File: config.mk
export PLATFORM = sky130hd
export DESIGN_NAME = sbox_share_ctrl
export DESIGN_NICKNAME = d
export VERILOG_FILES = /design/src/rtl/sbox_share_ctrl.sv
export SDC_FILE = /design/constraint.sdc
export NUM_CORES = 2
export LEC_CHECK = 0
export ABC_CLOCK_PERIOD_IN_PS = 19500
export CAP_MARGIN = 20
export CORE_ASPECT_RATIO = 0.8
export CORE_MARGIN = 5
export CORE_UTILIZATION = 35
export CTS_CLUSTER_DIAMETER = 60
export DETAILED_ROUTE_END_ITERATION = 8
export GPL_ROUTABILITY_DRIVEN = 0
export PLACE_DENSITY = 0.58
export SLEW_MARGIN = 20
export SYNTH_ARGS = -nofsm -noshare
export SYNTH_HDL_FRONTEND = slang
export SYNTH_HIERARCHICAL = 1
export SYNTH_SLANG_ARGS = --single-unit
File: constraint.sdc
create_clock -name clk -period 19.5 [get_ports clk]
set_input_delay 5.85 -clock clk [delete_from_list [all_inputs] [get_ports clk]]
set_output_delay 5.85 -clock clk [all_outputs]
set_load 0.02 [all_outputs]
File: src/rtl/sbox_share_ctrl.sv
// Shares four AES S-box lanes between 128-bit state jobs (four 32-bit beats) and 32-bit key words.
// Optional stall statistics are built only when SBOX_SHARE_STATS_EN is defined.

module sbox (
   input  logic [7:0] a,
   output logic [7:0] y
);
   function automatic logic [7:0] gf_mul(input logic [7:0] x, input logic [7:0] m);
      logic [7:0] p;
      logic [7:0] t;
      p = 8'h00;
      t = x;
      for (int i = 0; i < 8; i++) begin
         if (m[i]) p = p ^ t;
         t = {t[6:0], 1'b0} ^ (t[7] ? 8'h1b : 8'h00);
      end
      return p;
   endfunction

   // Inverse as a^254 (maps 0 to 0), followed by the affine transform.
   function automatic logic [7:0] subst(input logic [7:0] b);
      logic [7:0] sq;
      logic [7:0] inv;
      sq  = b;
      inv = 8'h01;
      for (int i = 0; i < 7; i++) begin
         sq  = gf_mul(sq, sq);
         inv = gf_mul(inv, sq);
      end
      return inv ^ {inv[6:0], inv[7]} ^ {inv[5:0], inv[7:6]} ^
             {inv[4:0], inv[7:5]} ^ {inv[3:0], inv[7:4]} ^ 8'h63;
   endfunction

   assign y = subst(a);
endmodule

module sbox_share_ctrl #(
   parameter int unsigned KEY_PRIO = 1
) (
   input  logic         clk,
   input  logic         rst_n,
   input  logic         st_valid,
   output logic         st_ready,
   input  logic [127:0] st_data,
   output logic         st_out_valid,
   input  logic         st_out_ready,
   output logic [127:0] st_out_data,
   input  logic         kw_valid,
   output logic         kw_ready,
   input  logic [31:0]  kw_data,
   output logic         kw_out_valid,
   output logic [31:0]  kw_out_data,
   output logic [15:0]  stall_cnt
);
   typedef enum logic [1:0] {IDLE, BUSY, DONE} st_state_t;

   st_state_t    state, state_nxt;
   logic [1:0]   cnt;
   logic [127:0] st_buf, st_res;
   logic [31:0]  kw_buf, kw_res, lane_in, lane_out;
   logic         kw_pend, kw_pulse, last_key;
   logic         busy, kw_grant, st_grant;

   assign busy     = (state == BUSY);
   // last_key records who won the previous conflict; the other side wins the next one.
   assign kw_grant = kw_pend && (!busy || (KEY_PRIO != 0) || !last_key);
   assign st_grant = busy && !kw_grant;
   assign lane_in  = kw_grant ? kw_buf : st_buf[{cnt, 5'd0} +: 32];

   for (genvar g = 0; g < 4; g++) begin : g_lane
      sbox u_sbox (.a(lane_in[8*g +: 8]), .y(lane_out[8*g +: 8]));
   end

   always_comb begin
      state_nxt = state;
      case (state)
         IDLE:    if (st_valid) state_nxt = BUSY;
         BUSY:    if (st_grant && cnt == 2'd3) state_nxt = DONE;
         DONE:    if (st_out_ready) state_nxt = IDLE;
         default: state_nxt = IDLE;
      endcase
   end

   always_ff @(posedge clk or negedge rst_n) begin
      if (!rst_n) state <= IDLE;
      else        state <= state_nxt;
   end

   always_ff @(posedge clk or negedge rst_n) begin
      if (!rst_n) begin
         cnt      <= 2'd0;
         st_buf   <= '0;
         st_res   <= '0;
         kw_buf   <= '0;
         kw_res   <= '0;
         kw_pend  <= 1'b0;
         kw_pulse <= 1'b0;
         last_key <= 1'b0;
      end else begin
         if (state == IDLE && st_valid) begin
            st_buf <= st_data;
            cnt    <= 2'd0;
         end else if (st_grant) begin
            st_res[{cnt, 5'd0} +: 32] <= lane_out;
            cnt <= cnt + 2'd1;
         end
         kw_pulse <= kw_grant;
         if (kw_grant) begin
            kw_res  <= lane_out;
            kw_pend <= 1'b0;
         end else if (kw_valid && !kw_pend) begin
            kw_buf  <= kw_data;
            kw_pend <= 1'b1;
         end
         if (kw_pend && busy) last_key <= kw_grant;
      end
   end

`ifdef SBOX_SHARE_STATS_EN
   logic [15:0] stall_q;
   always_ff @(posedge clk or negedge rst_n) begin
      if (!rst_n)                                stall_q <= 16'h0000;
      else if (busy && !st_grant && stall_q != 16'hFFFF) stall_q <= stall_q + 16'h0001;
   end
   assign stall_cnt = stall_q;
`else
   assign stall_cnt = 16'h0000;
`endif

   assign st_ready     = (state == IDLE);
   assign st_out_valid = (state == DONE);
   assign st_out_data  = st_res;
   assign kw_ready     = !kw_pend;
   assign kw_out_valid = kw_pulse;
   assign kw_out_data  = kw_res;
endmodule

**Word level (Yosys, flattened, before mapping)**

Index checks and enable logic that the tools add are counted.
Widths: inputs -> output; s select.

- $add $sub $neg: 2
- Equality and inequality tests: 6
- Shift-type cells: 3
- Multiplexer cells: 822
- Bitwise logic cells: 778
- Reduce and logical (&&, ||, !) cells: 10

Operators with widths:

| operator | number |
|---|---|
| $xor 8x8->8 | 744 |
| $mux 8 | 420 |
| $mux 5 | 368 |
| $bwmux 128 | 1 |
| $shift 32x9->128 const A | 1 |
| $shiftx 128x8->32 | 1 |
| $shiftx 32x9->128 | 1 |
| $mux 32 | 1 |
| $mux 7 | 4 |
| $not 1->1 const A | 28 |
| $mux 6 | 4 |
| $mux 2 | 9 |
| $mux 4 | 4 |
| $not 4->4 | 4 |
| $mux 3 | 4 |
| $neg 7->9 | 1 |
| $mux 1 | 6 |
| $pmux 2 s3 | 1 |
| $eq 2x2->1 const B | 2 |
| $logic_and 1x1->1 | 4 |
| $ne 2x1->1 const B | 2 |
| $reduce_and 2->1 | 2 |
| $reduce_and 3->1 | 1 |
| $add 2x1->2 const B | 1 |
| other kinds (6) | 7 |

- Register bits: 326
- Bits of input ports: 165
- Output and inout port bits: 180

**Depth between registers and ports, before layout**

- Depth after elaboration: 136
- Mapped depth: 66
- Gate-level depth less buffers: 54

**Modules after synthesis**

Netlist, hierarchy kept.

By module, submodules not included:

| module | instances | cells each | area each (um^2) | sequential area each (um^2) |
|---|---|---|---|---|
| sbox | 4 | 1942 | 15220.8 | 0.0 |
| sbox_share_ctrl | 1 | 894 | 13460.4 | 8157.8 |

**Worst setup path before layout**

OpenSTA, ideal clock, no wires.

- Path kind: register to register
- Start point: register cnt[0]
- End point: register kw_res[27], in the netlist kw_out_data[27]
- Library setup time: 125 ps
- Arrival time: 15720 ps
- Required time: 19375 ps
- Slack: 3655 ps
- Stages on the path, launching flop included: 61
- Path buffers: 8
- Clock period less this slack: 15845 ps
- Cells stage by stage: dfrtp_1 -> buf_2 -> buf_2 -> buf_2 -> mux2_2 -> o221a_2 -> ha_1 -> nand2_1 -> xor2_1 -> inv_2 -> buf_1 -> clkbuf_1 -> ha_1 -> buf_1 -> nand2_1 -> xor2_1 -> xnor2_1 -> clkinv_1 -> (+25 left out) -> mux2i_1 -> nand2_1 -> mux2_2 -> a32oi_1 -> nand3_1 -> a311o_1 -> o211ai_2 -> o21ai_1 -> xnor2_4 -> xnor3_1 -> xnor2_1 -> mux2i_1 -> a21oi_1 -> xnor3_1 -> xnor3_2 -> xnor3_1 -> xor3_1 -> mux2_2

- Cells in the longest elaborated chain, start to end: 130
- Elaborated cells between the ends (all ways): 391
- Classes of those cells: shift: 1; mux: 204; bitwise: 186

Ends and longest elaborated chain:

| what | line | RTL |
|---|---|---|
| start: declaration | 58 | `logic [1:0] cnt;` |
| start signal: assignment | 105 | `cnt <= cnt + 2'd1;` |
| $shiftx 128x8->32 (*) | 68 | `assign lane_in = kw_grant ? kw_buf : st_buf[{cnt, 5'd0} +: 32];` |
| $mux 32 (*) | 68 |  |
| named net lane_in[24] | 60 | `logic [31:0] kw_buf, kw_res, lane_in, lane_out;` |
| $mux 8 | 14 | `if (m[i]) p = p ^ t;` |
| $xor 8x8->8 | 14 |  |
| $mux 8 | 14 |  |
| $xor 8x8->8 | 14 |  |
| $mux 8 | 14 |  |
| (+114 left out) | - |  |
| $mux 8 | 14 |  |
| $xor 8x8->8 | 14 |  |
| $mux 8 | 14 |  |
| $xor 8x8->8 | 14 |  |
| $mux 8 (*) | 14 |  |
| $xor 8x8->8 (3 in series) | 30 | `return inv ^ {inv[6:0], inv[7]} ^ {inv[5:0], inv[7:6]} ^` |
| $xor 8x8->8 (*) | 31 | `{inv[4:0], inv[7:5]} ^ {inv[3:0], inv[7:4]} ^ 8'h63;` |
| named net lane_out[27] | 60 |  |
| end signal: assignment | 109 | `kw_res <= lane_out;` |
| end: declaration | 60 |  |

The timed path passes the listed nets; every way through them passes the cells marked *.
A chain may end at the register's enable or synchronous reset.

**Worst setup path after layout**

- Start point: register kw_pend, in the netlist kw_grant
- End point: register kw_res[12], in the netlist kw_out_data[12]

- Cells in the longest elaborated chain, start to end: 129
- Elaborated cells between the ends (all ways): 390
- Classes of those cells: mux: 204; bitwise: 186

Ends and longest elaborated chain:

| what | line | RTL |
|---|---|---|
| start: declaration | 61 | `logic kw_pend, kw_pulse, last_key;` |
| start signal: assignment | 96 | `kw_pend <= 1'b0;` |
| start signal: assignment | 110 | `kw_pend <= 1'b0;` |
| start signal: assignment | 113 | `kw_pend <= 1'b1;` |
| $mux 32 (*) | 68 |  |
| named net lane_in[14] | 60 |  |
| $xor 8x8->8 | 15 | `t = {t[6:0], 1'b0} ^ (t[7] ? 8'h1b : 8'h00);` |
| $xor 8x8->8 | 14 |  |
| $mux 8 | 14 |  |
| $xor 8x8->8 | 14 |  |
| $mux 8 | 14 |  |
| $xor 8x8->8 | 14 |  |
| (+113 left out) | - |  |
| $mux 8 | 14 |  |
| $xor 8x8->8 | 14 |  |
| $mux 8 | 14 |  |
| $xor 8x8->8 | 14 |  |
| $mux 8 (*) | 14 |  |
| $xor 8x8->8 (3 in series) | 30 |  |
| $xor 8x8->8 (*) | 31 |  |
| named net lane_out[12] | 60 |  |

Marks and branches as above.

==> summary.txt <==
Place
  – Dpl cells: 11.5k
  – Placed cell area: 80300 um^2
  – Final HPWL DP: 164000 um
  – Port Buffers: 328

Worst hold path
  – Min-Delay Path Class: flop to flop
  – Hold path endpoint: st_out_data[1]
  – Hold Startpoint: st_out_data[1]
  – Hold Crit Depth: 1

Critical path
  – CP Max Fanout: 42
  – Startpoint Class: flop
  – R2R Setup Slk: 1010 ps
  – Crit end category: flop
  – Required time of the critical path: 19940 ps
  – Reg2reg end: kw_out_data[12]
  – R2r worst-path depth: 55
  – Critical path arrival: 18930 ps
  – Delay of the slowest critical-path stage: 750 ps
  – Worst r2r src: kw_grant
  – Slowest-stage cell, CP: xor2_1
  – WS Path Type: flop to flop

Timing
  – Clock skew: 24.9 ps
  – Fin. Hold Viols: 0
  – Slew margin rel.: 25.8%
  – Fmax: 0.0541 GHz
  – Setup TNS: 0 ps
  – Tmin final: 18490 ps
  – Slew of the pin with the lowest slew margin: 1110 ps
  – RSZ-0062 raised after global routing: true
  – Final setup vio count: 0
  – Share of the cycle needed by the critical path after routing: 94.8%
  – Pins over their slew limit: 0

Global route
  – Initial antenna violation count: 2
  – Total global-route track usage: 19.2%
  – Vias in the first global route: 61.8k
  – Largest net degree at the start of global routing: 112
  – First-pass GRT wire length: 358000 um
  – Total gr overflow: 0

Finish
  – Final core occ: 38.7%
  – Fraction of layout cells with a size suffix above 1: 13.9%
  – Final std cells w/o fill: 11.5k
  – Layout Area Growth over Synthesis: 10.1%
  – Nets: 8860
  – Cell area after layout: 81900 um^2

Route
  – DR vias/cell: 5.57
  – Drt pass-1 iters: 6
  – Starting DRT DRC Count: 5939
  – Vias: 64.2k
  – Drt wl/cell: 19.5 um
  – Final ANT Viol Nets: 0
  – # DRC: 0
  – Aggregate routed wire length: 225000 um

Floorplanning
  – Core ar.: 212000 um^2
  – Die Area: 222000 um^2
  – Starting Density: 35.1%
  – Die X: 525 um
  – Die Y: 422 um
  – I/O pin cnt: 345
  – # rows: 151

Logic synthesis
  – Share of Yosys cell area claimed by the top area cell type: 16.4%
  – Synthesized area: 74300 um^2
  – Synth area leader: xnor2_1
  – EDFF count, synth: 0
  – Netlist cell types: 119
  – Synth top cells by count: xnor2_1 (1392), nor2_1 (1086), nand2_1 (830)
  – Async S/R FF share, synth: 100%
  – Cells after synthesis: 8662
  – Mean post-synth cell area: 8.58 um^2
  – Ys flop type: dfrtp_1
  – Number of synthesized register bits: 326
  – Seq/Total Area, Yosys: 11.0%
  – Warnings, synthesis: 6
  – Largest cells by area after synthesis: xnor2_1 (16%), dfrtp_1 (11%), xnor3_1 (11%), nor2_1 (5.5%), xor2_1 (4.2%)
  – Top-count cell post-synth: xnor2_1

CTS
  – CTS H-tree lvls: 2
  – CTS Root Cell: clkbuf_16
  – Hold Buf Count CTS: 0
  – Worst skew pair latency: 560 ps
  – Sink Count: 326
  – Total CTS buffers: 35
  – Clock transition at the registers of the reported paths: 60 ps
  – Clock tree from TritonCTS: yes
  – Max clock buf depth: 3

Outcome
  – Status: finished, final reports clean

Run
  – Max-Cap Viols: 0
==> metal layers <==
metal  part of all wire [%]  up-vias  global-route usage [%]
li1                       -    30300                       -
met1                     46    31500                    27.8
met2                     46     2140                    31.4
met3                    5.4      217                    1.32
met4                    2.0        0                    4.10
met5                      0        -                       0
==> through the flow <==
stage / worst slack [ps] / hold WS (ps)
detailed placement: 351 / 490
global placement: 639 / 486
floorplan: 3660 / 420
CTS: 338 / 506
global route: -22.1 / 518
finish: 1010 / 503
==> registers in the layout (all words and copies together) (netlist names) <==
signal / flops
st_out_data: 128
cnt: 2
kw_buf: 32
kw_out_data: 32
st_buf: 128
kw_grant: 1
state: 2
kw_out_valid: 1
==> logic make-up after synthesis <==
logic type | after synthesis | synth area share (%)
and+or+nand+nor | 2906 | 17.9
AOI/OAI and AO/OA | 1642 | 15.9
adders and majority gates | 37 | 0.609
muxes | 549 | 7.99
other | 1 | 0.00504
buffers and inverters | 709 | 4.73
DFF | 326 | 11.0
xor gates and xnor gates | 2492 | 41.8
==> layout make-up <==
class | instances | area [um^2]
antenna | 3 | 7.51
clock buffer | 50 | 972
tap | 2830 | 3540
clock inverter | 13 | 265
inverter | 89 | 345
sequential | 326 | 8160
multi-input combinational | 7642 | 63400
fill | 21000 | 130000
timing repair buffer | 568 | 5130
==> worst max-delay path, delay by kind of cell, from the launching register on <==
kind	cells	cell delay, ps
buffers and inverters	6	1900
AND/OR/NAND/NOR	16	4160
flip-flops	1	370
multiplexers	5	1360
XOR/XNOR	11	4750
AO/OA/AOI/OAI	14	4360
adder cells (fa/ha/maj)	3	1430
==> layout by cell type, fill, tap and decap left out, types with 33 or more instances in the layout <==
master	count
and2_1	52
dfrtp_1	324
o21a_1	40
a21oi_1	304
inv_1	52
o21ai_1	80
xor2_2	56
xnor3_1	355
nand3_1	184
o211ai_1	44
xor3_1	52
mux2i_1	264
a32oi_1	40
nor4_1	48
or3_1	44
nor2_1	1079
nor2b_1	75
nand2_1	829
a22oi_1	68
nor3_1	206
xnor2_2	224
ha_1	33
o22ai_1	108
xor2_1	345
xnor3_2	45
a211oi_1	60
a31oi_1	64
buf_4	234
nand4_1	56
clkdlybuf4s50_1	327
a22o_1	139
xnor2_1	1338
nand2b_1	96
o221a_2	40
xnor2_4	50
o31ai_1	47
mux2_2	273
clkbuf_16	35
o21ai_0	217
==> worst max path at each step <==
stage                     startpoint         endpoint  slack (ps)  cells past startpoint
after floorplan               cnt[0]  kw_out_data[27]        3660                     60
after global placement        cnt[0]   kw_out_data[0]         640                     53
after detailed placement      cnt[0]   kw_out_data[0]         350                     52
after CTS                     cnt[0]   kw_out_data[0]         340                     52
after global routing          cnt[0]   kw_out_data[0]         -20                     55
final                       kw_grant  kw_out_data[12]        1010                     55
==> what timing repair did <==
item / CTS / global route
endpoints found under the setup margin: 0 / 151
resized for setup: 0 / 27
setup buffers: 0 / 1
Power is left out: the tool's default activity adds up to more than one toggle a clock period on the data nets, which glitch-free logic cannot reach.
